==> config.mk <==
export PLATFORM = sky130hd
export DESIGN_NAME = farc_addsub_seq
export DESIGN_NICKNAME = d
export VERILOG_FILES = /design/src/rtl/farc_addsub_seq.sv
export SDC_FILE = /design/constraint.sdc
export NUM_CORES = 1
export LEC_CHECK = 0
export CORE_MARGIN = 5
export CORE_UTILIZATION = 43
export CTS_BUF_LIST = sky130_fd_sc_hd__clkbuf_8
export CTS_CLUSTER_SIZE = 30
export DETAILED_ROUTE_END_ITERATION = 16
export GPL_TIMING_DRIVEN = 0
export HOLD_SLACK_MARGIN = 0.02
export PLACE_DENSITY = 0.82
export SLEW_MARGIN = 0
export SYNTH_ARGS = -nofsm -noshare
export SYNTH_HDL_FRONTEND = slang
export SYNTH_SLANG_ARGS = --single-unit
==> constraint.sdc <==
create_clock -name clk -period 4.75 [get_ports clk]
set_clock_uncertainty 0.05 [all_clocks]
set_input_delay 0.7125 -clock clk [delete_from_list [all_inputs] [get_ports clk]]
set_output_delay 0.7125 -clock clk [all_outputs]
set_load 0.01 [all_outputs]
==> src/rtl/farc_addsub_seq.sv <==
// -----------------------------------------------------------------------------
// farc_addsub_seq
// Sequencing stage around a combinational ripple-carry adder/subtractor.
// A request (A, B, format, add/sub, tag) is accepted over a valid/ready
// handshake and its fields are registered onto the adder input ports. After
// ADD_LAT settle cycles the adder sum/carry are captured, overflow and zero
// flags are derived, and the result is held on a valid/ready output
// handshake until consumed.
//
// Ports:
//   clk, rst                         clock, asynchronous active-high reset
//   req_valid / req_ready            request handshake
//   req_a, req_b                     operands
//   req_sm2c_sel                     1 = sign-magnitude, 0 = 2's complement
//   req_addsub_sel                   0 = add, 1 = subtract
//   req_tag                          opaque tag returned with the result
//   as_a_out, as_b_out,
//   as_sm2c_sel_out,
//   as_addsub_sel_out                registered operands driven to the adder
//   as_sum_in, as_carry_in           adder result
//   res_valid / res_ready            result handshake
//   res_sum, res_carry               captured adder result
//   res_ovf, res_zero                derived flags
//   res_tag                          tag of the request that produced the result
//   op_cnt                           number of consumed results (wrapping)
// -----------------------------------------------------------------------------
module farc_addsub_seq #(
    parameter int ADDER_WIDTH = 32,
    parameter int ADD_LAT     = 1,
    parameter int TAG_WIDTH   = 4,
    parameter int CNT_WIDTH   = 16
) (
    input  logic                   clk,
    input  logic                   rst,
    input  logic                   req_valid,
    output logic                   req_ready,
    input  logic [ADDER_WIDTH-1:0] req_a,
    input  logic [ADDER_WIDTH-1:0] req_b,
    input  logic                   req_sm2c_sel,
    input  logic                   req_addsub_sel,
    input  logic [TAG_WIDTH-1:0]   req_tag,
    output logic [ADDER_WIDTH-1:0] as_a_out,
    output logic [ADDER_WIDTH-1:0] as_b_out,
    output logic                   as_sm2c_sel_out,
    output logic                   as_addsub_sel_out,
    input  logic [ADDER_WIDTH-1:0] as_sum_in,
    input  logic                   as_carry_in,
    output logic                   res_valid,
    input  logic                   res_ready,
    output logic [ADDER_WIDTH-1:0] res_sum,
    output logic                   res_carry,
    output logic                   res_ovf,
    output logic                   res_zero,
    output logic [TAG_WIDTH-1:0]   res_tag,
    output logic [CNT_WIDTH-1:0]   op_cnt
);

    typedef enum logic [1:0] {
        IDLE = 2'd0,
        EXEC = 2'd1,
        DONE = 2'd2
    } state_t;

    localparam logic [3:0]           LAT_INIT = 4'(ADD_LAT);
    localparam logic [CNT_WIDTH-1:0] CNT_ONE  = CNT_WIDTH'(1);

    state_t                   state_q, state_d;
    logic [3:0]               lat_cnt_q, lat_cnt_d;
    logic                     req_ready_q, req_ready_d;
    logic                     res_valid_q, res_valid_d;
    logic [ADDER_WIDTH-1:0]   a_q, a_d;
    logic [ADDER_WIDTH-1:0]   b_q, b_d;
    logic                     sm2c_q, sm2c_d;
    logic                     addsub_q, addsub_d;
    logic [TAG_WIDTH-1:0]     tag_q, tag_d;
    logic [ADDER_WIDTH-1:0]   sum_q, sum_d;
    logic                     carry_q, carry_d;
    logic                     ovf_q, ovf_d;
    logic                     zero_q, zero_d;
    logic [CNT_WIDTH-1:0]     op_cnt_q, op_cnt_d;

    // Overflow: in SM mode the adder carry is the magnitude overflow; in 2C
    // mode a sign change inconsistent with the operand signs is overflow.
    function automatic logic calc_ovf(input logic sa, input logic sb, input logic ss,
                                      input logic sm2c, input logic sub, input logic carry);
        logic ovf;
        if (sm2c) begin
            ovf = carry;
        end else if (sub) begin
            ovf = (sa != sb) && (ss != sa);
        end else begin
            ovf = (sa == sb) && (ss != sa);
        end
        return ovf;
    endfunction

    // Zero: SM mode ignores the sign bit so negative zero also reads as zero.
    function automatic logic calc_zero(input logic [ADDER_WIDTH-1:0] sum, input logic sm2c);
        logic zero;
        if (sm2c) begin
            zero = (sum[ADDER_WIDTH-2:0] == '0);
        end else begin
            zero = (sum == '0);
        end
        return zero;
    endfunction

    // Next-state, datapath capture and handshake flag computation.
    always_comb begin
        state_d     = state_q;
        lat_cnt_d   = lat_cnt_q;
        a_d         = a_q;
        b_d         = b_q;
        sm2c_d      = sm2c_q;
        addsub_d    = addsub_q;
        tag_d       = tag_q;
        sum_d       = sum_q;
        carry_d     = carry_q;
        ovf_d       = ovf_q;
        zero_d      = zero_q;
        op_cnt_d    = op_cnt_q;
        case (state_q)
            IDLE: begin
                // req_ready_q gates acceptance so nothing is taken on the
                // first edge after reset release.
                if (req_valid && req_ready_q) begin
                    a_d       = req_a;
                    b_d       = req_b;
                    sm2c_d    = req_sm2c_sel;
                    addsub_d  = req_addsub_sel;
                    tag_d     = req_tag;
                    lat_cnt_d = LAT_INIT;
                    state_d   = EXEC;
                end else begin
                    state_d   = IDLE;
                end
            end
            EXEC: begin
                if (lat_cnt_q == 4'd1) begin
                    sum_d   = as_sum_in;
                    carry_d = as_carry_in;
                    ovf_d   = calc_ovf(a_q[ADDER_WIDTH-1], b_q[ADDER_WIDTH-1],
                                       as_sum_in[ADDER_WIDTH-1], sm2c_q, addsub_q,
                                       as_carry_in);
                    zero_d  = calc_zero(as_sum_in, sm2c_q);
                    state_d = DONE;
                end else begin
                    lat_cnt_d = lat_cnt_q - 4'd1;
                end
            end
            DONE: begin
                if (res_ready) begin
                    op_cnt_d = op_cnt_q + CNT_ONE;
                    state_d  = IDLE;
                end else begin
                    state_d  = DONE;
                end
            end
            default: begin
                state_d = IDLE;
            end
        endcase
        req_ready_d = (state_d == IDLE);
        res_valid_d = (state_d == DONE);
    end

    // State, operand, result and counter registers.
    always_ff @(posedge clk or posedge rst) begin
        if (rst) begin
            state_q     <= IDLE;
            lat_cnt_q   <= 4'd0;
            req_ready_q <= 1'b0;
            res_valid_q <= 1'b0;
            a_q         <= '0;
            b_q         <= '0;
            sm2c_q      <= 1'b0;
            addsub_q    <= 1'b0;
            tag_q       <= '0;
            sum_q       <= '0;
            carry_q     <= 1'b0;
            ovf_q       <= 1'b0;
            zero_q      <= 1'b0;
            op_cnt_q    <= '0;
        end else begin
            state_q     <= state_d;
            lat_cnt_q   <= lat_cnt_d;
            req_ready_q <= req_ready_d;
            res_valid_q <= res_valid_d;
            a_q         <= a_d;
            b_q         <= b_d;
            sm2c_q      <= sm2c_d;
            addsub_q    <= addsub_d;
            tag_q       <= tag_d;
            sum_q       <= sum_d;
            carry_q     <= carry_d;
            ovf_q       <= ovf_d;
            zero_q      <= zero_d;
            op_cnt_q    <= op_cnt_d;
        end
    end

    assign req_ready         = req_ready_q;
    assign res_valid         = res_valid_q;
    assign as_a_out          = a_q;
    assign as_b_out          = b_q;
    assign as_sm2c_sel_out   = sm2c_q;
    assign as_addsub_sel_out = addsub_q;
    assign res_sum           = sum_q;
    assign res_carry         = carry_q;
    assign res_ovf           = ovf_q;
    assign res_zero          = zero_q;
    assign res_tag           = tag_q;
    assign op_cnt            = op_cnt_q;

endmodule

==> flow_metrics.tcl <==
set metrics [dict create \
    outcome "complete, no violations" \
    worst-endpoint-arrival_ns 1.47 \
    p_leak_uw 0.00346 \
    post_dp_cell_area_sq_um 7680 \
    clock-root-buffer "clkbuf_8" \
    ios 230 \
    routedWlPerCell_um 17.3 \
    synth.ff_latch_count 129 \
    drive_above_1_share 0.259 \
    hold_buffers 0 \
    n_antenna_cell 0 \
    layoutNonFillerInstCount 746 \
    p_per_area_nw_per_um2 633 \
    clockBufferDepth 2 \
    worst_slew_pin_slew_ns 0.585 \
    via_per_inst 4.89 \
    whs_ns 0.423 \
    synth_edf_count 0 \
    syn_inst 338 \
    synth.avg_cell_area_sq_um 15.3 \
    hpwl_um 9960 \
    synth.top_cell.area_share 0.624 \
    wl_um 12900 \
    finalSetupTns_ns 0 \
    syn2layout_area_growth_pct 55.1 \
    synth_cell_types 34 \
    yosysMostFrequentCell "dfrtp_1" \
    crit_family "buffers and inverters" \
    ys_seq_area_frac 0.624 \
    crit_path_max_incr_delay_ns 0.59 \
    fin_area_sq_um 8020 \
    dieArea_sq_um 14300 \
    hold_class "reg -> reg" \
    core-area_sq_um 11900 \
    layout.nets 697 \
    critPathMaxFanout 6 \
    num_rows 40 \
    max-slew-margin-rel 0.610 \
    rsz0062_at_grt "false" \
    grt-ovfl-total 0 \
    yosys_warnings 0 \
    finalHoldViolCount 0 \
    layout_min_cycle_time_ns 2.24 \
    fillerInstances 878 \
    slowest_stage "clkdlybuf4s50_1" \
    synthFlopType "dfrtp_1" \
    grt_util_all_layers 0.181 \
    initial_core_util 0.434 \
    fmax_mhz 447 \
    crit_chain "clkdlybuf4s50_1" \
    postCtsSetupBuffers 0 \
    timing.final.crit_share 0.471 \
    num_vias 3646 \
    vdd_ir_drop_max_mv 0.345 \
    die_h_um 120 \
    initialDrtViolationCount 157 \
    syn-cell-area_sq_um 5170 \
    drc 0 \
    final-setup-viol-count 0 \
    antenna_found_initial 0 \
    fp.dieW_um 120 \
    numCtsBuffers 17 \
    grt_pass1_wl_um 20200 \
    drtAntennaViolNets 0 \
    cts_resized 0 \
    synth_area_leader_cell "dfrtp_1" \
    ys_top_cells_by_area "dfrtp_1, mux2_2, xor2_1, xnor2_1, buf_4" \
    synth_top_cells_by_count "dfrtp_1, mux2_2, xor2_1" \
    htree_num_levels 4 \
    cts_sinks 129 \
    drtPass1Iterations 4 \
    min_from "op_cnt[15]$_DFFE_PP0P_" \
    insertion_delay_ns 0.42 \
    io_buffer_count 229 \
    tritoncts "done" \
    critPathLaunch "op_cnt[8]$_DFFE_PP0P_" \
    max_cap_violations 0 \
    grt_pass1_vias 4025 \
    gp_congestion 0.759 \
    endpoint_kind "output pin" \
    crit_type "reg -> out" \
    critPathRequiredTime_ns 3.99 \
    path_buf_inv 1 \
    drv_slew 0 \
    grt_max_degree 67 \
    clk_pin_slew_ns 0.07 \
    syn_nets 448 \
    place_inst 715 \
    async_flop_share 1.00 \
    cp-start-kind "flip-flop" \
    reg2reg_from "lat_cnt_q[1]$_DFFE_PP0P_" \
]
## per-stage QoR
step	worst slack (ns)	util	total power [uW]
after detailed placement	2.48	0.645	4310
after global placement	-1.07	0.642	4220
after global routing	2.44	0.673	5370
after CTS	2.48	0.673	5150
after floorplan	0.547	-	3000
final	2.51	0.673	5070
## registers in the layout (all words and copies together), names as in the netlist, 2 cells and up
register   cells
state_q        2
op_cnt        16
as_b_out      32
res_tag        4
lat_cnt_q      4
as_a_out      32
res_sum       32
## routing by layer
metal,share of wire,GRT usage,up-vias
li1,-,-,1698
met1,0.39,0.192,1763
met2,0.50,0.310,156
met3,0.080,0.0735,29
met4,0.033,0.0895,0
met5,0,0,-
## placed cells by master (no fill, tap or decap), types with 2 or more instances in the layout
| cell | instances |
|---|---|
| and2_1 | 2 |
| nand3_1 | 7 |
| xor2_1 | 10 |
| nor3_1 | 4 |
| nand2_1 | 7 |
| clkinv_2 | 6 |
| o21ai_0 | 5 |
| clkdlybuf4s50_1 | 229 |
| mux2_2 | 104 |
| nand4_1 | 4 |
| buf_4 | 7 |
| nor2_1 | 7 |
| ha_1 | 3 |
| clkbuf_8 | 19 |
| mux2i_1 | 2 |
| dfrtp_1 | 129 |
| buf_6 | 4 |
| and3_1 | 3 |
| nand2b_1 | 3 |
| xnor2_1 | 8 |
| nor3b_2 | 2 |
| inv_1 | 9 |
| nor4_1 | 8 |
## path summary, 6_finish.rpt
path	endpoint	slack (ns)	cells after the start
setup / recovery	op_cnt[8]	2.51	1
hold / removal	op_cnt[15]$_DFFE_PP0P_	0.42	1
setup reg to reg	res_zero$_DFFE_PP0P_	3.01	7
hold reg to reg	op_cnt[15]$_DFFE_PP0P_	0.42	1
max in group asynchronous	op_cnt[12]$_DFFE_PP0P_	3.24	3
min in group asynchronous	as_b_out[24]$_DFFE_PP0P_	0.69	2
## kinds of logic (layout without fill, tap and decap cells)
kind of cell,after synthesis,count (layout),synth area share
xor+xnor,18,18,0.0305
fa+ha+maj,3,3,0.00726
buf+inv,17,278,0.0235
mux,106,106,0.230
flops,129,129,0.624
compound gates,8,8,0.00920
simple gates,57,57,0.0748
## area by class of cell
cell class | count | area, sq um | area share
Clock buffer | 19 | 262 | 0.0326
Multi-Input combinational cell | 192 | 1820 | 0.227
Tap cell | 147 | 184 | 0.0229
Sequential cell | 129 | 3230 | 0.403
Timing Repair Buffer | 230 | 2320 | 0.289
Inverter | 5 | 23.8 | 0.00296
Clock inverter | 12 | 78.8 | 0.00983
Buffer | 12 | 103 | 0.0128
## report_power, final
group | internal (uW) | leakage [uW] | switching, uW
Combinational | 1490 | 0.00171 | 878
Sequential | 1610 | 0.00155 | 285
Clock | 423 | 0.000201 | 392
Total | 3520 | 0.00346 | 1550
No activity file was read; power rests on OpenSTA's default activity.
